<file path="config.mk">
export PLATFORM = sky130hd
export DESIGN_NAME = washing_cycle_ctrl_flat
export DESIGN_NICKNAME = d
export VERILOG_FILES = /design/src/rtl/washing_cycle_ctrl_if.sv /design/src/rtl/washing_cycle_ctrl.sv /design/src/flat_wrapper.sv
export SDC_FILE = /design/constraint.sdc
export NUM_CORES = 1
export LEC_CHECK = 0
export BUFFER_PORTS_ARGS = -buffer_cell sky130_fd_sc_hd__buf_2
export CELL_PAD_IN_SITES_DETAIL_PLACEMENT = 1
export CELL_PAD_IN_SITES_GLOBAL_PLACEMENT = 1
export CORE_ASPECT_RATIO = 1.2
export CORE_MARGIN = 4
export CORE_UTILIZATION = 35
export DETAILED_ROUTE_END_ITERATION = 8
export GPL_TIMING_DRIVEN = 0
export PLACE_DENSITY_LB_ADDON = 0.1
export SETUP_SLACK_MARGIN = 0.1
export SLEW_MARGIN = 10
export SYNTH_ARGS = -nofsm -noshare
export SYNTH_HDL_FRONTEND = slang
export SYNTH_SLANG_ARGS = --single-unit
export TNS_END_PERCENT = 30
</file>
<file path="constraint.sdc">
create_clock -name clk -period 5.5 [get_ports clk]
set_input_delay 0.55 -clock clk [delete_from_list [all_inputs] [get_ports clk]]
set_output_delay 0.55 -clock clk [all_outputs]
set_load 0.05 [all_outputs]
</file>
<file path="src/rtl/washing_cycle_ctrl_if.sv">
`default_nettype none
// ============================================================================
// Module      : washing_cycle_ctrl_if
// Description : Control and status bundle between the programme sequencer
//               and its environment (user inputs, washing counter, actuators).
// Revision    : 1.0 - initial release
// ============================================================================
interface washing_cycle_ctrl_if;
   logic       coin_in;
   logic       double_wash;
   logic       timer_pause;
   logic [1:0] clk_freq;
   logic       washing_done;
   logic       soft_rst;
   logic       start_washing;
   logic       round2_washing;
   logic       water_valve;
   logic       motor_spin;
   logic       busy;
   logic       cycle_done;
   logic [2:0] phase;

   // Environment side: drives requests, observes status.
   modport master (
      output coin_in, double_wash, timer_pause, clk_freq, washing_done,
      input  soft_rst, start_washing, round2_washing, water_valve,
             motor_spin, busy, cycle_done, phase
   );

   // Sequencer side.
   modport slave (
      input  coin_in, double_wash, timer_pause, clk_freq, washing_done,
      output soft_rst, start_washing, round2_washing, water_valve,
             motor_spin, busy, cycle_done, phase
   );
endinterface
`default_nettype wire

</file>
<file path="src/rtl/washing_cycle_ctrl.sv">
`default_nettype none
// ============================================================================
// Module      : washing_cycle_ctrl
// Description : Washing machine programme sequencer
//               IDLE -> FILL -> WASH -> RINSE -> SPIN -> IDLE.
//               Optional macro WASH_WATCHDOG_EN adds a WASH watchdog that
//               traps into FAULT (exit via rst_n only).
// Revision    : 1.0 - initial release
// ============================================================================
module washing_cycle_ctrl #(
   parameter int unsigned TICKS_BASE = 1_000_000,
   parameter int unsigned FILL_SEC   = 60,
   parameter int unsigned RINSE_SEC  = 120,
   parameter int unsigned SPIN_SEC   = 60,
   parameter logic [31:0] WD_LIMIT   = 32'hFFFF_FFF0
) (
   input  wire logic          clk,
   input  wire logic          rst_n,
   washing_cycle_ctrl_if.slave bus
);

   typedef enum logic [2:0] {
      ST_IDLE  = 3'd0,
      ST_FILL  = 3'd1,
      ST_WASH  = 3'd2,
      ST_RINSE = 3'd3,
      ST_SPIN  = 3'd4,
      ST_FAULT = 3'd5
   } state_t;

   localparam logic [31:0] C_FILL_BASE  = FILL_SEC  * TICKS_BASE;
   localparam logic [31:0] C_RINSE_BASE = RINSE_SEC * TICKS_BASE;
   localparam logic [31:0] C_SPIN_BASE  = SPIN_SEC  * TICKS_BASE;

   state_t      r_state;
   logic [31:0] r_timer;
   logic        r_dw;        // double_wash captured at coin acceptance
   logic        r_round;     // second round already requested
   logic [1:0]  r_ign;       // washing_done blanking after a round restart
   logic        r_soft_rst;
   logic        r_start_washing;
   logic        r_round2;
   logic        r_water_valve;
   logic        r_motor_spin;
   logic        r_busy;
   logic        r_cycle_done;
   logic [2:0]  r_phase;

   state_t      w_nxt;
   logic        w_r2_fire;
   logic [31:0] w_tgt;
   logic        w_expired;

`ifdef WASH_WATCHDOG_EN
   logic [31:0] r_wd;
`else
   // WD_LIMIT only matters when the watchdog is built in.
   if (WD_LIMIT == 32'd0) begin : g_wd_unused
   end
`endif

   // Phase duration for the timed states, scaled by the clock-rate select.
   always_comb begin
      case (r_state)
         ST_RINSE: w_tgt = C_RINSE_BASE << bus.clk_freq;
         ST_SPIN:  w_tgt = C_SPIN_BASE  << bus.clk_freq;
         default:  w_tgt = C_FILL_BASE  << bus.clk_freq;
      endcase
      w_expired = (r_timer >= (w_tgt - 32'd1));
   end

   // Next-state decision and round-restart request.
   always_comb begin
      w_nxt     = r_state;
      w_r2_fire = 1'b0;
      case (r_state)
         ST_IDLE:  if (bus.coin_in) w_nxt = ST_FILL;
         ST_FILL:  if (w_expired) w_nxt = ST_WASH;
         ST_WASH: begin
            if (bus.washing_done && (r_ign == 2'd0)) begin
               if (r_dw && !r_round) w_r2_fire = 1'b1;
               else                  w_nxt     = ST_RINSE;
            end
`ifdef WASH_WATCHDOG_EN
            else if (r_wd >= (WD_LIMIT - 32'd1)) begin
               w_nxt = ST_FAULT;
            end
`endif
         end
         ST_RINSE: if (w_expired) w_nxt = ST_SPIN;
         // A paused SPIN never expires; the timer is frozen as well.
         ST_SPIN:  if (!bus.timer_pause && w_expired) w_nxt = ST_IDLE;
`ifdef WASH_WATCHDOG_EN
         ST_FAULT: w_nxt = ST_FAULT;
`endif
         default:  w_nxt = ST_IDLE;
      endcase
   end

   // State, phase timer, programme flags and registered Moore outputs.
   always_ff @(posedge clk) begin
      if (!rst_n) begin
         r_state         <= ST_IDLE;
         r_timer         <= 32'd0;
         r_dw            <= 1'b0;
         r_round         <= 1'b0;
         r_ign           <= 2'd0;
         r_soft_rst      <= 1'b0;
         r_start_washing <= 1'b0;
         r_round2        <= 1'b0;
         r_water_valve   <= 1'b0;
         r_motor_spin    <= 1'b0;
         r_busy          <= 1'b0;
         r_cycle_done    <= 1'b0;
         r_phase         <= 3'd0;
      end else begin
         r_state <= w_nxt;

         if ((w_nxt != r_state) || (r_state == ST_IDLE))
            r_timer <= 32'd0;
         else if (!((r_state == ST_SPIN) && bus.timer_pause))
            r_timer <= r_timer + 32'd1;

         if ((r_state == ST_IDLE) && bus.coin_in) begin
            r_dw    <= bus.double_wash;
            r_round <= 1'b0;
            r_ign   <= 2'd0;
         end else if (w_r2_fire) begin
            // Blank washing_done during the pulse and the cycle after it,
            // while the counter restarts and drops its done flag.
            r_round <= 1'b1;
            r_ign   <= 2'd2;
         end else if (r_ign != 2'd0) begin
            r_ign   <= r_ign - 2'd1;
         end

         r_soft_rst      <= (w_nxt == ST_WASH) || (w_nxt == ST_RINSE);
         r_start_washing <= (w_nxt == ST_WASH);
         r_round2        <= w_r2_fire;
         r_water_valve   <= (w_nxt == ST_FILL) || (w_nxt == ST_RINSE);
         r_motor_spin    <= (w_nxt == ST_SPIN) && !bus.timer_pause;
         r_busy          <= (w_nxt != ST_IDLE);
         r_cycle_done    <= (r_state == ST_SPIN) && (w_nxt == ST_IDLE);
         r_phase         <= w_nxt;
      end
   end

`ifdef WASH_WATCHDOG_EN
   // WASH watchdog: counts WASH cycles, restarts with each new round.
   always_ff @(posedge clk) begin
      if (!rst_n)
         r_wd <= 32'd0;
      else if ((r_state == ST_WASH) && (w_nxt == ST_WASH) && !w_r2_fire)
         r_wd <= r_wd + 32'd1;
      else
         r_wd <= 32'd0;
   end
`endif

   assign bus.soft_rst       = r_soft_rst;
   assign bus.start_washing  = r_start_washing;
   assign bus.round2_washing = r_round2;
   assign bus.water_valve    = r_water_valve;
   assign bus.motor_spin     = r_motor_spin;
   assign bus.busy           = r_busy;
   assign bus.cycle_done     = r_cycle_done;
   assign bus.phase          = r_phase;

endmodule
`default_nettype wire

</file>
<file path="src/flat_wrapper.sv">
// flat-port wrapper written by rule: the top's interface ports become plain ports
module washing_cycle_ctrl_flat 
#(
   parameter int unsigned TICKS_BASE = 1_000_000,
   parameter int unsigned FILL_SEC   = 60,
   parameter int unsigned RINSE_SEC  = 120,
   parameter int unsigned SPIN_SEC   = 60,
   parameter logic [31:0] WD_LIMIT   = 32'hFFFF_FFF0
)
  (clk, rst_n, bus_coin_in, bus_double_wash, bus_timer_pause, bus_clk_freq, bus_washing_done, bus_soft_rst, bus_start_washing, bus_round2_washing, bus_water_valve, bus_motor_spin, bus_busy, bus_cycle_done, bus_phase);
  washing_cycle_ctrl_if bus_i ();
  input  wire logic clk;
  input  wire logic rst_n;
  input wire logic [$bits(bus_i.coin_in)-1:0] bus_coin_in;
  input wire logic [$bits(bus_i.double_wash)-1:0] bus_double_wash;
  input wire logic [$bits(bus_i.timer_pause)-1:0] bus_timer_pause;
  input wire logic [$bits(bus_i.clk_freq)-1:0] bus_clk_freq;
  input wire logic [$bits(bus_i.washing_done)-1:0] bus_washing_done;
  output wire logic [$bits(bus_i.soft_rst)-1:0] bus_soft_rst;
  output wire logic [$bits(bus_i.start_washing)-1:0] bus_start_washing;
  output wire logic [$bits(bus_i.round2_washing)-1:0] bus_round2_washing;
  output wire logic [$bits(bus_i.water_valve)-1:0] bus_water_valve;
  output wire logic [$bits(bus_i.motor_spin)-1:0] bus_motor_spin;
  output wire logic [$bits(bus_i.busy)-1:0] bus_busy;
  output wire logic [$bits(bus_i.cycle_done)-1:0] bus_cycle_done;
  output wire logic [$bits(bus_i.phase)-1:0] bus_phase;
  assign bus_i.coin_in = bus_coin_in;
  assign bus_i.double_wash = bus_double_wash;
  assign bus_i.timer_pause = bus_timer_pause;
  assign bus_i.clk_freq = bus_clk_freq;
  assign bus_i.washing_done = bus_washing_done;
  assign bus_soft_rst = bus_i.soft_rst;
  assign bus_start_washing = bus_i.start_washing;
  assign bus_round2_washing = bus_i.round2_washing;
  assign bus_water_valve = bus_i.water_valve;
  assign bus_motor_spin = bus_i.motor_spin;
  assign bus_busy = bus_i.busy;
  assign bus_cycle_done = bus_i.cycle_done;
  assign bus_phase = bus_i.phase;
  washing_cycle_ctrl #(.TICKS_BASE(TICKS_BASE), .FILL_SEC(FILL_SEC), .RINSE_SEC(RINSE_SEC), .SPIN_SEC(SPIN_SEC), .WD_LIMIT(WD_LIMIT)) u_core (.clk(clk), .rst_n(rst_n), .bus(bus_i));
endmodule
</file>
==> run metrics, run 1 <==
Die Area=0.0106 mm²; cell count after synthesis=359; Routed Antenna Nets=0; crit-path cells=buf_2, nor2_4, nand2_1, inv_1, ha_4, inv_1, ha_1, nand4bb_1, nor4_4, o21ai_1, or3_1, a2bb2oi_1, a21oi_1, ha_1, nand4_1, nor4_2, o21ai_0, o211a_1, buf_2, o21bai_4, buf_4, a2111oi_0; Congestion Overflow GR=0; Critical Path AT=5.12 ns; floorplan row count=37; share of layout cells above drive strength 1=0.161; post-synthesis xor/xnor area fraction=0.109; crit share post-route=0.905; Clk pin slew, worst setup/hold paths=around 0.09 ns; post-synth top area share=0.293; Post-DP Area=around 0.0034 mm²; Clock Tree Root=clkbuf_8; DP Wirelength=6250 µm; worst vdd ir=171 µV; Fin Clk Skew=about 0.0052 ns; crit path launch type=register; Filler cells=1062; Final setup viols=0; TritonCTS clock tree=done; async set or reset register ratio after synthesis=0; Vias=2672; via/cell ratio=~5.3; Top FF cell, synth=dfxtp_1; unrepaired setup endpoints after global routing=no; Routed Wire Length=8000 µm; vias in the first global route=2893; IO buf count=17; register bit count reported by yosys=46; Max Cap Viol=0; Die W=approximately 95 µm; clk_lat worst skew=0.30 ns; n_diodes=0; Mapped Area=0.00314 mm²; Mean Syn Cell Area=8.75 µm²; CP Class=reg -> reg; Crit path max-delay family=simple AND/OR/NAND/NOR gates; # IOs=18; CTS Hold Bufs=0; gr usage total=0.163; HP Class=reg -> reg; sequential area share after synthesis=0.293; NumNets Final=425; initial core utilization=0.363; Final Max Tran Viols=0; Yosys top cell by area=dfxtp_1; library cells used by synthesis=47; DIE HEIGHT=112 µm; Ys Warns=0; Post-Synth Adder-Cell Area=0.131; top area cells in the synthesized netlist=dfxtp_1 29%, ha_1 13%, a2111oi_0 6.4%; htree depth=2; Longest Clk Path Bufs=2; TritonRoute pass-1 iters=4; Final Hold Fails=0; drt first-iter violations=76; simple-gate share of the synthesized area=0.201; Multi-input gate area=0.00210 mm²; routability cong.=between 0.7 and 0.8; first-pass GRT wire length=14100 µm; PD cells=188 mW/mm²; Core Footprint=slightly below 0.009 mm²; Worst slew margin=0.555; antenna violations before repair=0; Num CTS Buffers=5; Slowest cell on crit path=or3_1; syn nets=400; DRC violations left=0; Post-synth EDFFs=0; wire length per cell after detailed routing=15.9 µm; hold slack=between 0.4 and 0.5 ns; Leakage Power=1.29 nW; outcome=finished clean; sequential cell area=921 µm²; worst-margin pin slew=approximately 0.65 ns; CP Buf/Inv Count=5; Crit. End Element=register; Compound-Gate Fraction of Synth Area=0.193; min cycle time layout=around 5 ns; critical path required time=around 5.6 ns; mux cell area share after synthesis=0.0131; Sink Count=between 40 and 50; largest net degree at the start of global routing=14; Syn-to-layout area delta=13.5%; largest family of logic cells by synthesized area=simple AND/OR/NAND/NOR gates; FMAX=between 0.2 and 0.25 GHz; Design Area, Final=0.00357 mm²; CP peak stage delay=0.41 ns; critical path fanouts, max=10
-- worst reg2reg max path: stages, from the launching register on --
cell and delay (ns):
dfxtp_1 0.37, buf_2 0.22, nor2_4 0.18, nand2_1 0.15
inv_1 0.18, ha_4 0.19, inv_1 0.07, ha_1 0.26
nand4bb_1 0.29, nor4_4 0.20, o21ai_1 0.14, or3_1 0.41
a2bb2oi_1 0.15, a21oi_1 0.13, ha_1 0.18, nand4_1 0.15
nor4_2 0.33, o21ai_0 0.19, o211a_1 0.25, buf_2 0.20
o21bai_4 0.22, buf_4 0.24, a2111oi_0 0.12
-- timing repair --
action	in CTS	in global routing
setup endpoints to repair	34	35
buffers inserted	0	1
cloned	0	0
pin swaps	0	1
resized for setup	10	15
-- final timing paths --
| kind | startpoint | end | slack (ns) | depth (start not counted) |
|---|---|---|---|---|
| setup / recovery | u_core.bus.phase[2] | u_core.r_timer[29] | 0.52 | 22 |
| hold / removal | u_core.r_ign[0] | u_core.r_ign[0] | 0.47 | 1 |
| setup reg to reg | u_core.bus.phase[2] | u_core.r_timer[29] | 0.52 | 22 |
| hold reg to reg | u_core.r_ign[0] | u_core.r_ign[0] | 0.47 | 1 |
-- synth_stat cells (2+ instances only) --
library cell  number
dfxtp_1           46
ha_1              33
nand2_1           33
a2111oi_0         23
a21oi_1           22
inv_1             22
xnor2_1           21
xor2_1            18
nor2_1            16
nand3_1           15
clkbuf_1          14
nand4_1           11
nor3_1             9
a2111oi_2          8
o21ai_0            7
buf_2              6
nor2_2             5
and3_1             4
nor4_1             4
mux2i_1            3
nand2b_1           3
nand4bb_1          3
or3_1              3
a2bb2oi_1          2
buf_1              2
buf_4              2
o21a_1             2
o21ai_1            2
or4_1              2
-- layer usage --
| layer | routed length, µm | part of all wire | track usage |
|---|---|---|---|
| met1 | 3690 | 0.46 | 0.208 |
| met5 | 0 | 0 | 0 |
| met4 | 142 | 0.018 | 0.0452 |
| met2 | 4060 | 0.51 | 0.288 |
| met3 | 111 | 0.014 | 0.0182 |
-- sequential cells by signal (all words and copies together), names as in the netlist --
signal / count
u_core.bus.busy: 1
u_core.r_dw: 1
u_core.bus.phase: 3
u_core.bus.start_washing: 1
u_core.bus.water_valve: 1
u_core.r_timer: 32
u_core.bus.motor_spin: 1
u_core.bus.soft_rst: 1
u_core.r_ign: 2
u_core.bus.round2_washing: 1
u_core.bus.cycle_done: 1
u_core.r_round: 1
-- through the flow --
step / worst slack (ns) / TNS, ns / cells / total power [mW] / utilization
5_1_grt: 0.110 / 0 / 502 / 0.705 / 0.412
3_3_place_gp: -0.257 / -5.54 / 493 / 0.422 / 0.390
4_1_cts: 0.119 / 0 / 501 / 0.678 / 0.406
2_1_floorplan: 0.828 / 0 / 359 / 0.401 / -
3_5_place_dp: -0.288 / -6.67 / 493 / 0.423 / 0.390
6_report: 0.522 / 0 / 502 / 0.670 / 0.412
-- layout by cell type, fill, tap and decap left out, types with 11 or more instances in the layout --
cell,count
nand2_1,33
xnor2_1,21
buf_2,21
dfxtp_1,46
nand4_1,11
inv_1,22
nor2_1,15
clkbuf_1,13
nand3_1,15
a21oi_1,22
a2111oi_0,19
ha_1,32
xor2_1,18
-- logic make-up (layout without fill, tap and decap cells) --
kind of cell / Yosys count / after routing
fa+ha+maj: 33 / 33
buf+inv: 46 / 72
xor+xnor: 39 / 39
flops: 46 / 46
simple gates: 116 / 116
compound gates: 75 / 75
mux: 4 / 4
-- where the power goes --
part | total (mW) | internal (mW) | switching [mW] | leakage (nW)
clock network | 0.251 | 0.136 | 0.114 | 0.0524
logic | 0.0808 | 0.0276 | 0.0531 | 0.866
registers | 0.338 | 0.336 | 0.00252 | 0.372
total | 0.670 | 0.500 | 0.170 | 1.29
-- layout make-up --
cell class	instances	area share
buffer	24	0.0344
clock buffer	7	0.0214
tap	117	0.0410
multi-input combinational	267	0.588
inverter	22	0.0231
timing repair buffer	18	0.0260
clock inverter	1	0.00842
sequential	46	0.258
(Power assumes the default switching activity.)
==> run 2: changes to the inputs <==
clock period = 5.7 ns   (was 5.5 ns; I/O delays follow)
==> run 2 against run 1 <==
Sequential share of layout area is 0.23 points higher. Clock skew hardly changed. Critical path depth stayed put. Core utilization is 0.36 points lower. Flip-flop and latch count stayed put. Via count is 0.67% lower. Worst setup slack better by 0.016 ns. Hold slack worse by 0.0015 ns.
==> run metrics, run 2 (synthesis gave the netlist of run 1 again) <==
outcome=finished clean; first-pass GRT wire length=14100 µm; NumNets Final=approximately 420; Core Footprint=around 0.0087 mm²; gr usage total=0.163; Leakage Power=1.28 nW; share of layout cells above drive strength 1=0.159; Final Hold Fails=0; Slowest cell on crit path=or3_1; Sink Count=46; IO buf count=17; crit share post-route=0.906; clk_lat worst skew=0.30 ns; largest net degree at the start of global routing=14; final setup TNS=0 ns; TritonRoute pass-1 iters=4; DIE HEIGHT=112 µm; CP Class=reg -> reg; routability cong.=0.747; Design Area, Final=between 0.003 and 0.004 mm²; Final Max Tran Viols=0; PD cells=182 mW/mm²; max reg flops=32; crit-path cells=clkbuf_2, nor2_4, nand2_1, inv_1, ha_2, inv_1, ha_1, nand4bb_1, nor4_2, o21ai_1, or3_1, a2bb2oi_1, a21oi_1, ha_1, nand4_1, nor4_2, o21ai_0, o211a_1, buf_2, a21oi_4, clkbuf_4, a2111oi_0; Top reg by flops=u_core.r_timer; initial core utilization=0.363; critical path fanouts, max=10; CP peak stage delay=about 0.42 ns; Routed Antenna Nets=0; Vias=2654; Fin Clk Skew=0.00567 ns; Clock Tree Root=clkbuf_8; drt first-iter violations=73; # IOs=18; Setup Buffers After CTS=0; most frequent cells in the layout=46 x dfxtp_1, 33 x nand2_1, 32 x ha_1; vias in the first global route=2894; Routed Wire Length=roughly 8000 µm; Syn-to-layout area delta=12.5%; Longest Clk Path Bufs=2; Die Area=0.0106 mm²; floorplan row count=37; htree depth=2; worst-margin pin slew=0.570 ns; HP Class=reg -> reg; Power Total=644 µW; Max Cap Viol=0; crit path launch type=register; commonest non-fill, non-tap cell in the layout=dfxtp_1; Post-DP Area=between 0.003 and 0.004 mm²; Critical Path AT=approximately 5.3 ns; Die W=~95 µm; Congestion Overflow GR=0; Crit. End Element=register; worst vdd ir=164 µV; Worst slew margin=0.609; TritonCTS clock tree=done; Final setup viols=0; antenna violations before repair=0; Crit path max-delay family=simple AND/OR/NAND/NOR gates; wire length per cell after detailed routing=around 16 µm; via/cell ratio=5.30; n_diodes=0; min cycle time layout=5.16 ns; Num CTS Buffers=5; FMAX=approximately 0.19 GHz; Clk pin slew, worst setup/hold paths=0.08 ns; DP Wirelength=about 6300 µm; CTS Hold Bufs=0; CP Buf/Inv Count=5; hold slack=around 0.47 ns; DRC violations left=0; unrepaired setup endpoints after global routing=no; critical path required time=roughly 6 ns
-- run 2: cell types whose count changed in the layout (fill, tap and decap cells not counted), sizes merged --
cell / change
clkbuf: +1
buf: -2
-- run 2: final timing paths --
path         slack [ns]            endpoint  cells after the start           startpoint
min                0.47     u_core.r_ign[0]                      1      u_core.r_ign[0]
min reg2reg        0.47     u_core.r_ign[0]                      1      u_core.r_ign[0]
max reg2reg        0.54  u_core.r_timer[13]                     22  u_core.bus.phase[2]
max                0.54  u_core.r_timer[13]                     22  u_core.bus.phase[2]
-- run 2: power by group --
part           internal, mW  total [mW]  switching (mW)
clock network         0.131       0.241           0.110
registers             0.324       0.326         0.00245
logic                0.0256      0.0761          0.0505
total                 0.481       0.644           0.163
-- run 2: cell type report --
class,count,area [µm²]
flip-flops and latches,46,921
inverters,22,82.6
clock buffers,7,76.3
fillers,1067,5120
plain buffers,24,120
well taps,117,146
clock inverters,1,30.0
multi-input cells,267,2070
repair buffers,17,85.1
-- run 2: routing by layer --
layer,global-route usage,routed length (µm)
met1,0.207,3710
met2,0.288,4010
met3,0.0182,112
met4,0.0452,142
met5,0,0
-- run 2: repair_timing --
item	CTS	global route
endpoints found under the setup margin	31	37
pin swaps	0	0
cloned	0	0
resized for setup	8	11
-- run 2: through the flow --
| stage | setup WS [ns] | util | cells |
|---|---|---|---|
| 3_3_place_gp | -0.0573 | 0.390 | 493 |
| 2_1_floorplan | 1.03 | - | 359 |
| 4_1_cts | 0.120 | 0.405 | 501 |
| 6_report | 0.538 | 0.408 | 501 |
| 3_5_place_dp | -0.0885 | 0.390 | 493 |
| 5_1_grt | 0.123 | 0.408 | 501 |
==> run 3: changes to the inputs <==
CORE_MARGIN = default   (was 4)
SLEW_MARGIN = 20   (was 10)
==> run 3 against run 2 <==
Sequential share of layout area about the same. Critical path type unchanged. Critical endpoint is now u_core.r_timer[7]. Critical path depth decreased by 1. Clock skew up 0.0012 ns. Largest cell class unchanged. Hold slack lost 0.0075 ns. Clock power increased by 5%. Via count increased by 1.3%. Non-clock buffer count stayed put. Fmax is essentially flat. Combinational power about the same. Sequential power about the same. Total power grew 1.6%.
==> run metrics, run 3 (synthesis gave the netlist of run 1 again) <==
Critical Path AT=roughly 5.3 ns; crit path launch type=register; Min-Delay Endpoint=u_core.r_ign[0]; Clock Tree Root=clkbuf_8; floorplan row count=37; sequential power share=0.499; wire length per cell after detailed routing=16.0 µm; unrepaired setup endpoints after global routing=no; hold depth=1; Die W=~89 µm; Core Footprint=0.00866 mm²; Post-DP Area=~0.0034 mm²; Congestion Overflow GR=0; worst vdd ir=between 100 and 150 µV; CTS Hold Bufs=0; first-pass GRT wire length=13600 µm; PD cells=185 mW/mm²; Clk pin slew, worst setup/hold paths=around 0.09 ns; Sink Count=46; TritonCTS clock tree=done; NumNets Final=between 400 and 500; hold slack=about 0.46 ns; TritonRoute pass-1 iters=4; Leakage Power=1.29 nW; DIE HEIGHT=106 µm; Max Cap Viol=0; IO buf count=17; final setup TNS=0 ns; antenna violations before repair=0; switch share=0.251; Vias=2689; worst setup margin=about 0.54 ns; DP Wirelength=6240 µm; R2R cell count=21; critical path fanouts, max=10; Crit. End Element=register; CP Class=reg -> reg; Clk pwr share=0.385; most frequent cells in the layout=46 x dfxtp_1, 33 x nand2_1, 32 x ha_1; n_diodes=0; share of layout cells above drive strength 1=0.162; worst-margin pin slew=0.591 ns; outcome=finished clean; commonest non-fill, non-tap cell in the layout=dfxtp_1; via/cell ratio=5.38; r2r startpoint=u_core.bus.phase[2]; min-delay src=u_core.r_ign[0]; Syn-to-layout area delta=12.5%; worst slack, placed=-0.135 ns; Fin Clk Skew=0.00686 ns; Final setup viols=0; critical path required time=a little under 6 ns; Num CTS Buffers=5; combinational power share=0.116; routability cong.=0.737; largest net degree at the start of global routing=14; # IOs=18; Final Max Tran Viols=0; vias in the first global route=between 2000 and 3000; crit share post-route=0.906; clk_lat worst skew=0.30 ns; DRC violations left=0; htree depth=2; switching pwr=164 µW; max reg flops=32; Die Area=0.00936 mm²; end of the worst register-to-register path=u_core.r_timer[7]; Final Hold Fails=0; Routed Antenna Nets=0; HP Class=reg -> reg; Top reg by flops=u_core.r_timer; FMAX=0.194 GHz; min cycle time layout=a little over 5 ns; Longest Clk Path Bufs=2; R2R Setup Slk=0.54 ns; Design Area, Final=0.00353 mm²; Cell Int Power=490 µW; gr usage total=0.186; Worst slew margin=0.594; drt first-iter violations=between 40 and 50; initial core utilization=0.363; Routed Wire Length=approximately 8000 µm
## run 3: cell types whose count changed in the layout (fill, tap and decap cells not counted), sizes merged
| cell | change |
|---|---|
| clkbuf | +1 |
| buf | -2 |
## run 3: power groups by stage
stage / registers [mW] / logic [mW] / clock network, mW
6_report: 0.326 / 0.0759 / 0.252
5_1_grt: 0.327 / 0.0853 / 0.269
4_1_cts: 0.326 / 0.0758 / 0.258
3_5_place_dp: 0.334 / 0.0744 / 0
3_3_place_gp: 0.334 / 0.0727 / 0
2_1_floorplan: 0.340 / 0.0465 / 0
## run 3: worst max-delay path, cell delays in order, from the launching register on
cell and delay [ns]:
dfxtp_1 0.37, buf_2 0.23, nor2_2 0.22, nand2_1 0.15, inv_1 0.14, ha_2 0.27
inv_1 0.10, ha_1 0.26, nand4bb_1 0.26, nor4_2 0.24, o21ai_1 0.15, or3_1 0.42
xnor2_1 0.16, ha_1 0.30, nand4_1 0.14, nor4_2 0.33, o21ai_0 0.19, o211a_1 0.25
buf_2 0.19, a21oi_4 0.27, clkbuf_2 0.27, a2111oi_0 0.10
## run 3: worst max path at each step
stage,end,slack (ns),from,cells past startpoint
finish,u_core.r_timer[7],0.54,u_core.bus.phase[2],21
global route,u_core.r_timer[7],0.11,u_core.bus.phase[2],22
CTS,u_core.r_timer[21],0.20,u_core.bus.phase[2],22
detailed placement,u_core.r_timer[7],-0.14,u_core.bus.phase[2],22
global placement,u_core.r_timer[1],-0.05,u_core.bus.phase[2],22
floorplan,u_core.r_timer[23],1.03,u_core.bus.phase[2],21
## run 3: layer usage
layer,track usage,wire [µm],part of all wire
met5,0,0,0
met4,0.0461,104,0.013
met3,0.0172,99,0.012
met2,0.336,4150,0.52
met1,0.231,3650,0.46
## run 3: cell type report
class                      instances  area (µm²)
multi-input combinational        267        2070
buffer                            24         120
inverter                          22        82.6
fill                            1048        5120
sequential                        46         921
tap                              117         146
timing repair buffer              17        85.1
clock inverter                     1        30.0
clock buffer                       6        82.6
## run 3: timing repair
item                       CTS  global route
setup endpoints to repair   31            34
gates resized for setup      7             8
pin swaps                    0             0
gates cloned                 0             0
hold endpoints to repair     0             0
setup buffers                0             0
## run 3: metrics by stage
step / std cells / util / total power [mW]
3_5_place_dp: 493 / 0.390 / 0.408
3_3_place_gp: 493 / 0.390 / 0.407
5_1_grt: 500 / 0.408 / 0.681
4_1_cts: 500 / 0.405 / 0.661
6_report: 500 / 0.408 / 0.654
2_1_floorplan: 359 / - / 0.387
